File: src/rtl/pueo_time_capture_pkg.sv
// Shared register map, field positions and bus FSM encoding for the
// multi-channel event timestamp bank.
package pueo_time_capture_pkg;

    localparam logic [7:0] CTRL_OFF      = 8'h00;
    localparam logic [7:0] STATUS_OFF    = 8'h04;
    localparam logic [7:0] SNAP_OFF      = 8'h08;
    localparam logic [7:0] SNAP_BASE_OFF = 8'h10;
    localparam int         SNAP_STRIDE   = 8;

    localparam int CTRL_HOLDOFF_LSB  = 16;
    localparam int STATUS_MISSED_LSB = 16;
    localparam int SNAP_CNT_LSB      = 16;
    localparam int SNAP_CH_WIDTH     = 4;
    localparam int COUNT_WIDTH       = 16;

    typedef enum logic {
        BUS_IDLE = 1'b0,
        BUS_ACK  = 1'b1
    } bus_state_e;

endpackage

File: src/rtl/pueo_time_capture_chan.sv
// One event channel: rising-edge detect, holdoff, DEPTH-deep history of
// {time, second}, 16-bit event count and new/missed flags.
module pueo_time_capture_chan
    import pueo_time_capture_pkg::*;
#(
    parameter int DEPTH         = 2,
    parameter int CNT_WIDTH     = 32,
    parameter int HOLDOFF_WIDTH = 16
) (
    input  logic                                clk_i,
    input  logic                                rst_ni,
    input  logic                                en_i,
    input  logic                                event_i,
    input  logic [HOLDOFF_WIDTH-1:0]            holdoff_i,
    input  logic [CNT_WIDTH-1:0]                time_i,
    input  logic [31:0]                         sec_i,
    input  logic                                snap_clr_i,
    input  logic                                clr_new_i,
    input  logic                                clr_missed_i,
    output logic [DEPTH-1:0][CNT_WIDTH-1:0]     hist_time_o,
    output logic [DEPTH-1:0][31:0]              hist_sec_o,
    output logic [COUNT_WIDTH-1:0]              count_o,
    output logic                                new_o,
    output logic                                missed_o
);

    logic                            event_q;
    logic [DEPTH-1:0][CNT_WIDTH-1:0] hist_time_q, hist_time_d;
    logic [DEPTH-1:0][31:0]          hist_sec_q, hist_sec_d;
    logic [COUNT_WIDTH-1:0]          count_q, count_d;
    logic [HOLDOFF_WIDTH-1:0]        holdoff_q, holdoff_d;
    logic                            new_q, new_d;
    logic                            missed_q, missed_d;
    logic                            rise;
    logic                            accept;

    always_comb begin
        rise        = event_i & ~event_q & en_i;
        accept      = rise & (holdoff_q == '0);
        hist_time_d = hist_time_q;
        hist_sec_d  = hist_sec_q;
        count_d     = count_q;
        holdoff_d   = holdoff_q;
        new_d       = new_q;
        missed_d    = missed_q;

        if (accept) begin
            for (int k = DEPTH - 1; k > 0; k--) begin
                hist_time_d[k] = hist_time_q[k-1];
                hist_sec_d[k]  = hist_sec_q[k-1];
            end
            hist_time_d[0] = time_i;
            hist_sec_d[0]  = sec_i;
            count_d        = count_q + COUNT_WIDTH'(1);
            holdoff_d      = holdoff_i;
        end else if (holdoff_q != '0) begin
            holdoff_d = holdoff_q - HOLDOFF_WIDTH'(1);
        end

        if (snap_clr_i | clr_new_i) new_d = 1'b0;
        if (snap_clr_i | clr_missed_i) missed_d = 1'b0;
        // A capture always wins over a clear; an overrun only counts against
        // a new flag the host has not consumed through a snapshot this cycle.
        if (accept) begin
            new_d = 1'b1;
            if (new_q & ~snap_clr_i) missed_d = 1'b1;
        end
    end

    always_ff @(posedge clk_i or negedge rst_ni) begin
        if (!rst_ni) begin
            event_q     <= 1'b0;
            hist_time_q <= '0;
            hist_sec_q  <= '0;
            count_q     <= '0;
            holdoff_q   <= '0;
            new_q       <= 1'b0;
            missed_q    <= 1'b0;
        end else begin
            event_q     <= event_i;
            hist_time_q <= hist_time_d;
            hist_sec_q  <= hist_sec_d;
            count_q     <= count_d;
            holdoff_q   <= holdoff_d;
            new_q       <= new_d;
            missed_q    <= missed_d;
        end
    end

    assign hist_time_o = hist_time_q;
    assign hist_sec_o  = hist_sec_q;
    assign count_o     = count_q;
    assign new_o       = new_q;
    assign missed_o    = missed_q;

endmodule

File: src/rtl/pueo_time_capture_bank.sv
// Multi-channel event timestamp bank with a Wishbone target, CTRL/STATUS
// registers and an atomic per-channel snapshot for coherent multi-word reads.
module pueo_time_capture_bank
    import pueo_time_capture_pkg::*;
#(
    parameter int NUM_CH        = 4,
    parameter int DEPTH         = 2,
    parameter int CNT_WIDTH     = 32,
    parameter int HOLDOFF_WIDTH = 16
) (
    input  logic                 wb_clk_i,
    input  logic                 wb_rst_n_i,
    input  logic                 wb_cyc_i,
    input  logic                 wb_stb_i,
    input  logic                 wb_we_i,
    input  logic [12:0]          wb_adr_i,
    input  logic [3:0]           wb_sel_i,
    input  logic [31:0]          wb_dat_i,
    output logic [31:0]          wb_dat_o,
    output logic                 wb_ack_o,
    output logic                 wb_err_o,
    output logic                 wb_rty_o,
    input  logic [CNT_WIDTH-1:0] time_i,
    input  logic [31:0]          sec_i,
    input  logic [NUM_CH-1:0]    event_i,
    output logic [NUM_CH-1:0]    new_o
);

    // Handshake: a request is cyc&stb sampled in IDLE; the access (write and
    // read-data load) happens on that edge and ack is asserted for exactly the
    // following cycle, gated by cyc so an abandoned cycle never sees an ack.
    bus_state_e                                   state_q, state_d;
    logic [NUM_CH-1:0]                            en_q, en_d;
    logic [HOLDOFF_WIDTH-1:0]                     holdoff_q, holdoff_d;
    logic [31:0]                                  dat_q, dat_d;
    logic [SNAP_CH_WIDTH-1:0]                     snap_ch_q, snap_ch_d;
    logic [COUNT_WIDTH-1:0]                       snap_cnt_q, snap_cnt_d;
    logic [DEPTH-1:0][CNT_WIDTH-1:0]              snap_time_q, snap_time_d;
    logic [DEPTH-1:0][31:0]                       snap_sec_q, snap_sec_d;

    logic [NUM_CH-1:0][DEPTH-1:0][CNT_WIDTH-1:0]  ch_time;
    logic [NUM_CH-1:0][DEPTH-1:0][31:0]           ch_sec;
    logic [NUM_CH-1:0][COUNT_WIDTH-1:0]           ch_count;
    logic [NUM_CH-1:0]                            ch_new;
    logic [NUM_CH-1:0]                            ch_missed;
    logic [NUM_CH-1:0]                            snap_pulse;
    logic [NUM_CH-1:0]                            clr_new;
    logic [NUM_CH-1:0]                            clr_missed;

    logic                     bus_start;
    logic                     wr;
    logic                     snap_wr;
    logic [5:0]               word;
    logic [5:0]               rel;
    logic [SNAP_CH_WIDTH-1:0] snap_ch;
    logic [31:0]              byte_mask;
    logic [31:0]              ctrl_rd;
    logic [31:0]              status_rd;
    logic [31:0]              ctrl_wr;
    logic [31:0]              w1c;
    logic [31:0]              rd_data;
    logic                     unused_ok;

    for (genvar c = 0; c < NUM_CH; c++) begin : g_chan
        pueo_time_capture_chan #(
            .DEPTH        (DEPTH),
            .CNT_WIDTH    (CNT_WIDTH),
            .HOLDOFF_WIDTH(HOLDOFF_WIDTH)
        ) u_chan (
            .clk_i       (wb_clk_i),
            .rst_ni      (wb_rst_n_i),
            .en_i        (en_q[c]),
            .event_i     (event_i[c]),
            .holdoff_i   (holdoff_q),
            .time_i      (time_i),
            .sec_i       (sec_i),
            .snap_clr_i  (snap_pulse[c]),
            .clr_new_i   (clr_new[c]),
            .clr_missed_i(clr_missed[c]),
            .hist_time_o (ch_time[c]),
            .hist_sec_o  (ch_sec[c]),
            .count_o     (ch_count[c]),
            .new_o       (ch_new[c]),
            .missed_o    (ch_missed[c])
        );
    end

    always_comb begin
        state_d = BUS_IDLE;
        case (state_q)
            BUS_IDLE: state_d = (wb_cyc_i & wb_stb_i) ? BUS_ACK : BUS_IDLE;
            BUS_ACK:  state_d = BUS_IDLE;
            default:  state_d = BUS_IDLE;
        endcase
    end

    always_comb begin
        bus_start = (state_q == BUS_IDLE) & wb_cyc_i & wb_stb_i;
        wr        = bus_start & wb_we_i;
        word      = wb_adr_i[7:2];
        rel       = word - SNAP_BASE_OFF[7:2];
        snap_ch   = wb_dat_i[SNAP_CH_WIDTH-1:0];

        for (int i = 0; i < 4; i++) byte_mask[8*i +: 8] = {8{wb_sel_i[i]}};

        ctrl_rd = '0;
        ctrl_rd[NUM_CH-1:0] = en_q;
        ctrl_rd[CTRL_HOLDOFF_LSB +: HOLDOFF_WIDTH] = holdoff_q;
        status_rd = '0;
        status_rd[NUM_CH-1:0] = ch_new;
        status_rd[STATUS_MISSED_LSB +: NUM_CH] = ch_missed;

        ctrl_wr = (ctrl_rd & ~byte_mask) | (wb_dat_i & byte_mask);
        w1c     = wb_dat_i & byte_mask;

        en_d      = en_q;
        holdoff_d = holdoff_q;
        if (wr && word == CTRL_OFF[7:2]) begin
            en_d      = ctrl_wr[NUM_CH-1:0];
            holdoff_d = ctrl_wr[CTRL_HOLDOFF_LSB +: HOLDOFF_WIDTH];
        end

        clr_new    = '0;
        clr_missed = '0;
        if (wr && word == STATUS_OFF[7:2]) begin
            clr_new    = w1c[NUM_CH-1:0];
            clr_missed = w1c[STATUS_MISSED_LSB +: NUM_CH];
        end

        snap_wr = wr && (word == SNAP_OFF[7:2]) && wb_sel_i[0]
                  && ({{(32-SNAP_CH_WIDTH){1'b0}}, snap_ch} < 32'(NUM_CH));
        snap_pulse  = '0;
        snap_ch_d   = snap_ch_q;
        snap_cnt_d  = snap_cnt_q;
        snap_time_d = snap_time_q;
        snap_sec_d  = snap_sec_q;
        // The snapshot samples channel registers before this edge's capture,
        // so a coincident event lands in history and is seen on the next SNAP.
        for (int c = 0; c < NUM_CH; c++) begin
            if (snap_wr && snap_ch == SNAP_CH_WIDTH'(c)) begin
                snap_pulse[c] = 1'b1;
                snap_ch_d     = snap_ch;
                snap_cnt_d    = ch_count[c];
                snap_time_d   = ch_time[c];
                snap_sec_d    = ch_sec[c];
            end
        end

        rd_data = '0;
        if (word == CTRL_OFF[7:2]) begin
            rd_data = ctrl_rd;
        end else if (word == STATUS_OFF[7:2]) begin
            rd_data = status_rd;
        end else if (word == SNAP_OFF[7:2]) begin
            rd_data[SNAP_CNT_LSB +: COUNT_WIDTH] = snap_cnt_q;
            rd_data[SNAP_CH_WIDTH-1:0]           = snap_ch_q;
        end else if (word >= SNAP_BASE_OFF[7:2]) begin
            // Entries are two words apart: even word is time, odd is second.
            for (int k = 0; k < DEPTH; k++) begin
                if (rel[5:1] == 5'(k)) begin
                    rd_data = rel[0] ? snap_sec_q[k] : 32'(snap_time_q[k]);
                end
            end
        end

        dat_d = bus_start ? rd_data : dat_q;
    end

    always_ff @(posedge wb_clk_i or negedge wb_rst_n_i) begin
        if (!wb_rst_n_i) begin
            state_q     <= BUS_IDLE;
            en_q        <= '0;
            holdoff_q   <= '0;
            dat_q       <= '0;
            snap_ch_q   <= '0;
            snap_cnt_q  <= '0;
            snap_time_q <= '0;
            snap_sec_q  <= '0;
        end else begin
            state_q     <= state_d;
            en_q        <= en_d;
            holdoff_q   <= holdoff_d;
            dat_q       <= dat_d;
            snap_ch_q   <= snap_ch_d;
            snap_cnt_q  <= snap_cnt_d;
            snap_time_q <= snap_time_d;
            snap_sec_q  <= snap_sec_d;
        end
    end

    assign wb_ack_o  = (state_q == BUS_ACK) & wb_cyc_i;
    assign wb_dat_o  = dat_q;
    assign wb_err_o  = 1'b0;
    assign wb_rty_o  = 1'b0;
    assign new_o     = ch_new;
    assign unused_ok = ^{wb_adr_i[12:8], wb_adr_i[1:0], ctrl_wr, w1c, wb_dat_i};

endmodule
File: config.mk
export PLATFORM = sky130hd
export DESIGN_NAME = pueo_time_capture_bank
export DESIGN_NICKNAME = d
export VERILOG_FILES = /design/src/rtl/pueo_time_capture_pkg.sv /design/src/rtl/pueo_time_capture_chan.sv /design/src/rtl/pueo_time_capture_bank.sv
export SDC_FILE = /design/constraint.sdc
export NUM_CORES = 2
export LEC_CHECK = 0
export ABC_AREA = 0
export CELL_PAD_IN_SITES_DETAIL_PLACEMENT = 1
export CELL_PAD_IN_SITES_GLOBAL_PLACEMENT = 2
export CORE_MARGIN = 2
export CORE_UTILIZATION = 40
export CTS_BUF_LIST = sky130_fd_sc_hd__clkbuf_8
export DETAILED_ROUTE_END_ITERATION = 8
export GPL_ROUTABILITY_DRIVEN = 0
export PLACE_DENSITY_LB_ADDON = 0.05
export SYNTH_ARGS = -nofsm -noshare
export SYNTH_HDL_FRONTEND = slang
export SYNTH_SLANG_ARGS = --single-unit
File: constraint.sdc
create_clock -name wb_clk_i -period 4.7 [get_ports wb_clk_i]
set_input_delay 0.94 -clock wb_clk_i [delete_from_list [all_inputs] [get_ports wb_clk_i]]
set_output_delay 0.94 -clock wb_clk_i [all_outputs]
set_load 0.03 [all_outputs]
# Yosys cells after proc, flatten, opt, wreduce, memory -nomap -nowiden
# Cells that the tools add are included.
# word_totals
regBits,853
output_inout_bits,39
wordCells,196
# classes
bitwise_logic,42
add_sub_neg,9
n_lt_le_gt_ge,2
n_mux,62
reduce_logical,29
eq_ne,6
# ops
operator,n
2-to-1 mux 64 bit,8
2-to-1 mux 32 bit,7
2-to-1 mux 16 bit,13
"adder 16 x 1 -> 16 bit, second input constant",4
AND 32 bit,2
logical NOT 16 bit,4
nonzero test 16 bit,4
"subtractor 16 x 1 -> 16 bit, second input constant",4
inverter 32 bit,1
OR 32 bit,1
2-to-1 mux 4 bit,7
2-to-1 mux 1 bit,25
AND 1 bit,21
nonzero test 2 bit,8
2-to-1 mux 12 bit,1
logical AND 1 bit,9
inverter 1 bit,9
"equality test 4 x 2 -> 1 bit, second input constant",2
OR 1 bit,8
"equality test 6 x 1 -> 1 bit, second input constant",1
"equality test 6 x 2 -> 1 bit, second input constant",1
">= comparator 6 x 3 -> 1 bit, second input constant",1
logical NOT 6 bit,1
"subtractor 6 x 3 -> 6 bit, second input constant",1
other kinds (7),7

# Logic depth before layout (Yosys ltp)
# depth
depth_word,13
depth_mapped,11
ltp_nobuf,7

# Cells and area by module
# Synthesis repeated with hierarchy kept, for this count alone.
# hier_totals
hier_cells,3671
hier_area_um2,38436.9
# modules_own_cells
module,area_each_um2,seq_area_each_um2,cells_each,n_inst
pueo_time_capture_chan,6515.0,4078.9,722,4
pueo_time_capture_bank,12376.9,5029.8,783,1

# Least setup slack after synthesis
# No wires, ideal clock.
# synth_timing
path_kind,input to register
start,input port wb_adr_i[4]
end,register snap_sec_q[0] in the netlist's numbering
path_buffers,5
cell_stages,11
setup_ns,0.132
path_slack_ns,1.757
arrival_time_ns,2.811
path_cell_list,inv_1 ha_1 or3b_1 buf_2 or4_1 buf_2 buf_6 buf_2 buf_2 nand2_1 o21ai_1
# synth_via
elab_chain_len,8
word_cells_on_any_way,12
classes_between,eq/ne: 1; mux: 3; reduce/logical: 8
# synth_rtl
item,line_no,text
"start, declared",pueo_time_capture_bank.sv:16,"input logic [12:0] wb_adr_i,"
equality test 6 x 2 -> 1 bit *,pueo_time_capture_bank.sv:130,snap_wr = wr && (word == SNAP_OFF[7:2]) && wb_sel_i[0]
logical AND 1 bit * (2 in series),pueo_time_capture_bank.sv:130,
logical AND 1 bit *,pueo_time_capture_bank.sv:131,"&& ({{(32-SNAP_CH_WIDTH){1'b0}}, snap_ch} < 32'(NUM_CH));"
logical AND 1 bit,pueo_time_capture_bank.sv:140,if (snap_wr && snap_ch == SNAP_CH_WIDTH'(c)) begin
2-to-1 mux 64 bit (3 in series),pueo_time_capture_bank.sv:140,
"end signal, assigned",pueo_time_capture_bank.sv:187,snap_sec_q <= snap_sec_d;
"end, declared",pueo_time_capture_bank.sv:39,"logic [DEPTH-1:0][31:0] snap_sec_q, snap_sec_d;"
# Every way passes the cells marked *; elsewhere a longest branch is shown, timed or not.
# A chain may end at the register's enable or synchronous reset.

# Worst setup path after layout
# layout_timing
start,register g_chan[3].u_chan.holdoff_q[0]
end,"register g_chan[3].u_chan.hist_time_q, in the netlist g_chan[3].u_chan.hist_time_o[36]"
# layout_via
elab_chain_len,2
# layout_rtl
item,line_no,text
"start, declared",pueo_time_capture_chan.sv:31,"logic [HOLDOFF_WIDTH-1:0] holdoff_q, holdoff_d;"
"start signal, assigned",pueo_time_capture_chan.sv:84,holdoff_q <= holdoff_d;
logical NOT 16 bit,pueo_time_capture_chan.sv:39,accept = rise & (holdoff_q == '0);
AND 1 bit,pueo_time_capture_chan.sv:39,
"end signal, assigned",pueo_time_capture_chan.sv:81,hist_time_q <= hist_time_d;
"end, declared",pueo_time_capture_chan.sv:28,"logic [DEPTH-1:0][CNT_WIDTH-1:0] hist_time_q, hist_time_d;"
# No other way between the ends.

==> results.md <==
- Global routing finished with a remaining overflow of 0.
- The utilization after layout is 46.6%.
- For this design the static power due to leakage is 22.3 nW.
- Setup repair after global routing left no endpoint under its margin.
- The yosys synthesis warning count is 0.
- The number of standard cells after synthesis is 4097.
- Measured against its own limit, the worst slew margin works out to 33.1%.
- The floorplan die height is 313 µm.
- Before CTS, the worst setup slack after placement is 0.934 ns.
- The clock skew after layout is 0.0267 ns.
- The number of buffers created by CTS is 156.
- TritonCTS built the clock tree.
- The power density normalized to cell area is 341 nW/µm².
- The core region is 94700 µm².
- The average footprint of a synthesized cell is 9.32 µm².
- The initial utilization of the core area, before any placement, comes to 40.3%.
- Relative to the synthesized area, the layout overhead comes to 15.5%.
- For the worst setup path, the data required time is 5.40 ns.
- The buffer cell driving the clock tree root is clkbuf_8.
- By startpoint and endpoint, the worst setup path is classified as flip-flop to flip-flop.
- Setup total negative slack on the finished layout was measured at 0 ns.
- In the synthesized netlist the async set-or-reset flop fraction comes to 100%.
- The type of the most critical hold path is primary input to asynchronous set/reset pin.
- In this run the register-to-register setup slack is 1.48 ns.
- Measured in cells, the most critical reg-to-reg path has a length of 8.
- Summed over all layers, the routed wires come to 120000 µm.
- At the worst endpoint, the arrival time is 3.91 ns.
- The CTS H-tree depth is 4.
- Across the VDD grid, the largest voltage drop is 0.232 mV.
- Sequential cells were found to cover 55.9% of the synthesized design area.
- In this run the remaining antenna-violating nets after routing total 0.
- The layout net count is 4350.
- After legalization and detailed placement, the total HPWL measured 75900 µm.
- The detail-routed via count per cell is 5.26.
- In this run, synthesis inferred 0 flip-flops with an integrated enable.
- The synthesized design contains 853 register bits.
- After layout, the worst setup slack is 1.48 ns.
- The first detailed-routing pass took 7 iterations.
- The area of the die is 97900 µm².
- After the first detailed-routing iteration, the DRC count stood at 1768.
- The most used flip-flop cell after synthesis is dfrtp_1.
- The library cell used most frequently in the layout, excluding fill and tap cells, is nand2_1.
- The run finished with clean final reports.
- The number of pins exceeding their max-slew limit in the final report is 0.
- The origin of the critical flop-to-flop path is g_chan[3].u_chan.holdoff_q[0]$_DFFE_PN0P_.
- Summing internal, switching and leakage power gives 15.1 mW.
- Global routing used 25.0% of the available tracks across all layers.
- For the pin with the worst max-slew slack, the measured transition is 1.00 ns.
- The final number of hold-violating endpoints is 0.
- Clock-pin slew was measured on the worst setup and hold paths at 0.06 ns.
- STA classifies the critical path endpoint as a flip-flop.
- For this run, the top clock speed supported by timing is 311 MHz.
- In this run the worst path has a maximum fanout of 60.
- The kind of start point of the critical path is a flip-flop.
- The number of hold buffers added after CTS is 0.
- The final critical delay including setup and external delays is 3.22 ns.
- The detailed-route DRC error count is 0.
- Once the clock tree was built, the setup fixing pass inserted 0 buffers.
- The initial antenna violation count is 5.
- In the layout the commonest cells are nand2_1 (1941), dfrtp_1 (853), clkbuf_8 (194).
- The number of maximum-capacitance violations is 0.
- The pin count of the biggest net entering global routing is 155.
- The total via count in the routed design is 29438.
- The distinct cell type count of the synthesized netlist is 69.
- The floorplan has 113 rows.
- The fraction of final layout cells with drive strength greater than 1 is 9.17%.
- The die is 313 µm wide.
- In this run the deepest clock path goes through 3 buffers.
- Buffers placed on the I/O ports in this run total 138.
- The mean routed wirelength per cell is 21.4 µm.
- The total of endpoints with negative setup slack in the final report is 0.
- In the finished design, the share of the clock period the worst path needs comes to 68.4%.
- The number of clock sinks is 853.
- The via count of the first global-routing pass is 31354.
- Summing every instance area after synthesis gives 38200 µm².
- The first-pass GRT wire length is 188000 µm.
- The clock latency reported for the late side of the worst-skew pair is 0.83 ns.
- 161 I/O pins were placed.
- In this run, post-CTS repair resized a total of 0 instances.
- The capture instance of the worst register-to-register path is g_chan[3].u_chan.hist_time_o[36]$_DFFE_PN0P_.
how the worst max path moves through the flow:
stage | from | to
3_3_place_gp | wb_adr_i[4] | snap_time_q[28]$_DFFE_PN0P_
4_1_cts | g_chan[3].u_chan.holdoff_q[0]$_DFFE_PN0P_ | g_chan[3].u_chan.hist_time_o[36]$_DFFE_PN0P_
2_1_floorplan | wb_adr_i[4] | snap_sec_q[0]$_DFFE_PN0P_
5_1_grt | g_chan[3].u_chan.holdoff_q[0]$_DFFE_PN0P_ | g_chan[3].u_chan.hist_sec_o[1]$_DFFE_PN0P_
6_report | g_chan[3].u_chan.holdoff_q[0]$_DFFE_PN0P_ | g_chan[3].u_chan.hist_time_o[36]$_DFFE_PN0P_
3_5_place_dp | wb_adr_i[4] | snap_time_q[28]$_DFFE_PN0P_
state kept, by name, indices dropped and copies added, names as in the netlist, 16 cells and up, named ones only:
name                       count
g_chan.u_chan.count_o         64
g_chan.u_chan.hist_sec_o     256
g_chan.u_chan.hist_time_o    256
g_chan.u_chan.holdoff_q       64
snap_cnt_q                    16
snap_sec_q                    64
snap_time_q                   64
wb_dat_o                      32
through the flow:
| step | std cells | hold slack [ns] | area (µm²) |
|---|---|---|---|
| 6_report | 5597 | 0.200 | 44100 |
| 5_1_grt | 5597 | 0.218 | 44100 |
| 4_1_cts | 5596 | 0.153 | 44100 |
| 3_5_place_dp | 5321 | 0.456 | 41100 |
| 3_3_place_gp | 5321 | 0.449 | 41100 |
| 2_1_floorplan | 4098 | 0.436 | 38200 |
routing by layer:
metal  track usage, %  wire, µm  up-vias
li1                 -         -    13875
met2             41.7     58000      510
met5                0        50        -
met1             32.5     53500    14819
met3             4.02      4190      226
met4             10.1      4270        8
logic make-up (layout without fill, tap and decap cells):
| logic type | Yosys count | in the layout | share of synthesized area (%) |
|---|---|---|---|
| mux | 212 | 212 | 7.20 |
| flops | 853 | 853 | 55.9 |
| other cells | 1 | 3 | 0.00982 |
| xor+xnor | 88 | 88 | 2.02 |
| fa+ha+maj | 14 | 14 | 0.459 |
| compound gates | 420 | 420 | 7.64 |
| simple gates | 2232 | 2232 | 23.6 |
| buf+inv | 277 | 510 | 3.17 |
critical path, cell delays in order, from the launching register on:
cell	delay, ns
dfrtp_1	0.43
inv_1	0.10
ha_1	0.21
or4b_2	0.66
nor4_2	0.42
nand2_4	0.58
buf_12	0.46
nand2_1	0.11
nand2_1	0.05
cell type report:
| type | count | area [µm²] |
|---|---|---|
| diodes | 1 | 2.50 |
| repair buffers | 217 | 2380 |
| flip-flops and latches | 853 | 21300 |
| fillers | 10813 | 50600 |
| clock buffers | 194 | 2670 |
| inverters | 18 | 67.6 |
| well taps | 1265 | 1580 |
| multi-input cells | 2968 | 15700 |
| clock inverters | 81 | 344 |
power breakdown:
| part | total (mW) | internal, mW | switching, mW | leakage, nW |
|---|---|---|---|---|
| Clock | 6.89 | 3.69 | 3.20 | 1.78 |
| Combinational | 0.745 | 0.265 | 0.480 | 8.83 |
| Sequential | 7.42 | 7.38 | 0.0371 | 11.7 |
| Total | 15.1 | 11.3 | 3.71 | 22.3 |
cell usage after synthesis (all sizes together), types with 9 or more instances:
cell type	number	area, µm²
and3	11	68.8
dfrtp	853	21300
xnor2	54	473
nand2b	13	81.3
nor2	78	295
inv	17	63.8
mux4	48	1080
nand3	40	200
ha	14	175
buf	106	567
or4	9	67.6
mux2i	143	1430
xor2	34	298
nor4	23	218
o221ai	128	1120
and2	10	62.6
clkbuf	153	574
a21oi	28	140
a211oi	11	82.6
nor3	35	185
nand4	24	163
nand2	1944	7300
mux2	21	236
o21ai	169	846
a311oi	19	166
a221oi	21	184
a32o	12	120
nor3b	9	77.6
Note: power is estimated with default switching activity, not from simulation.
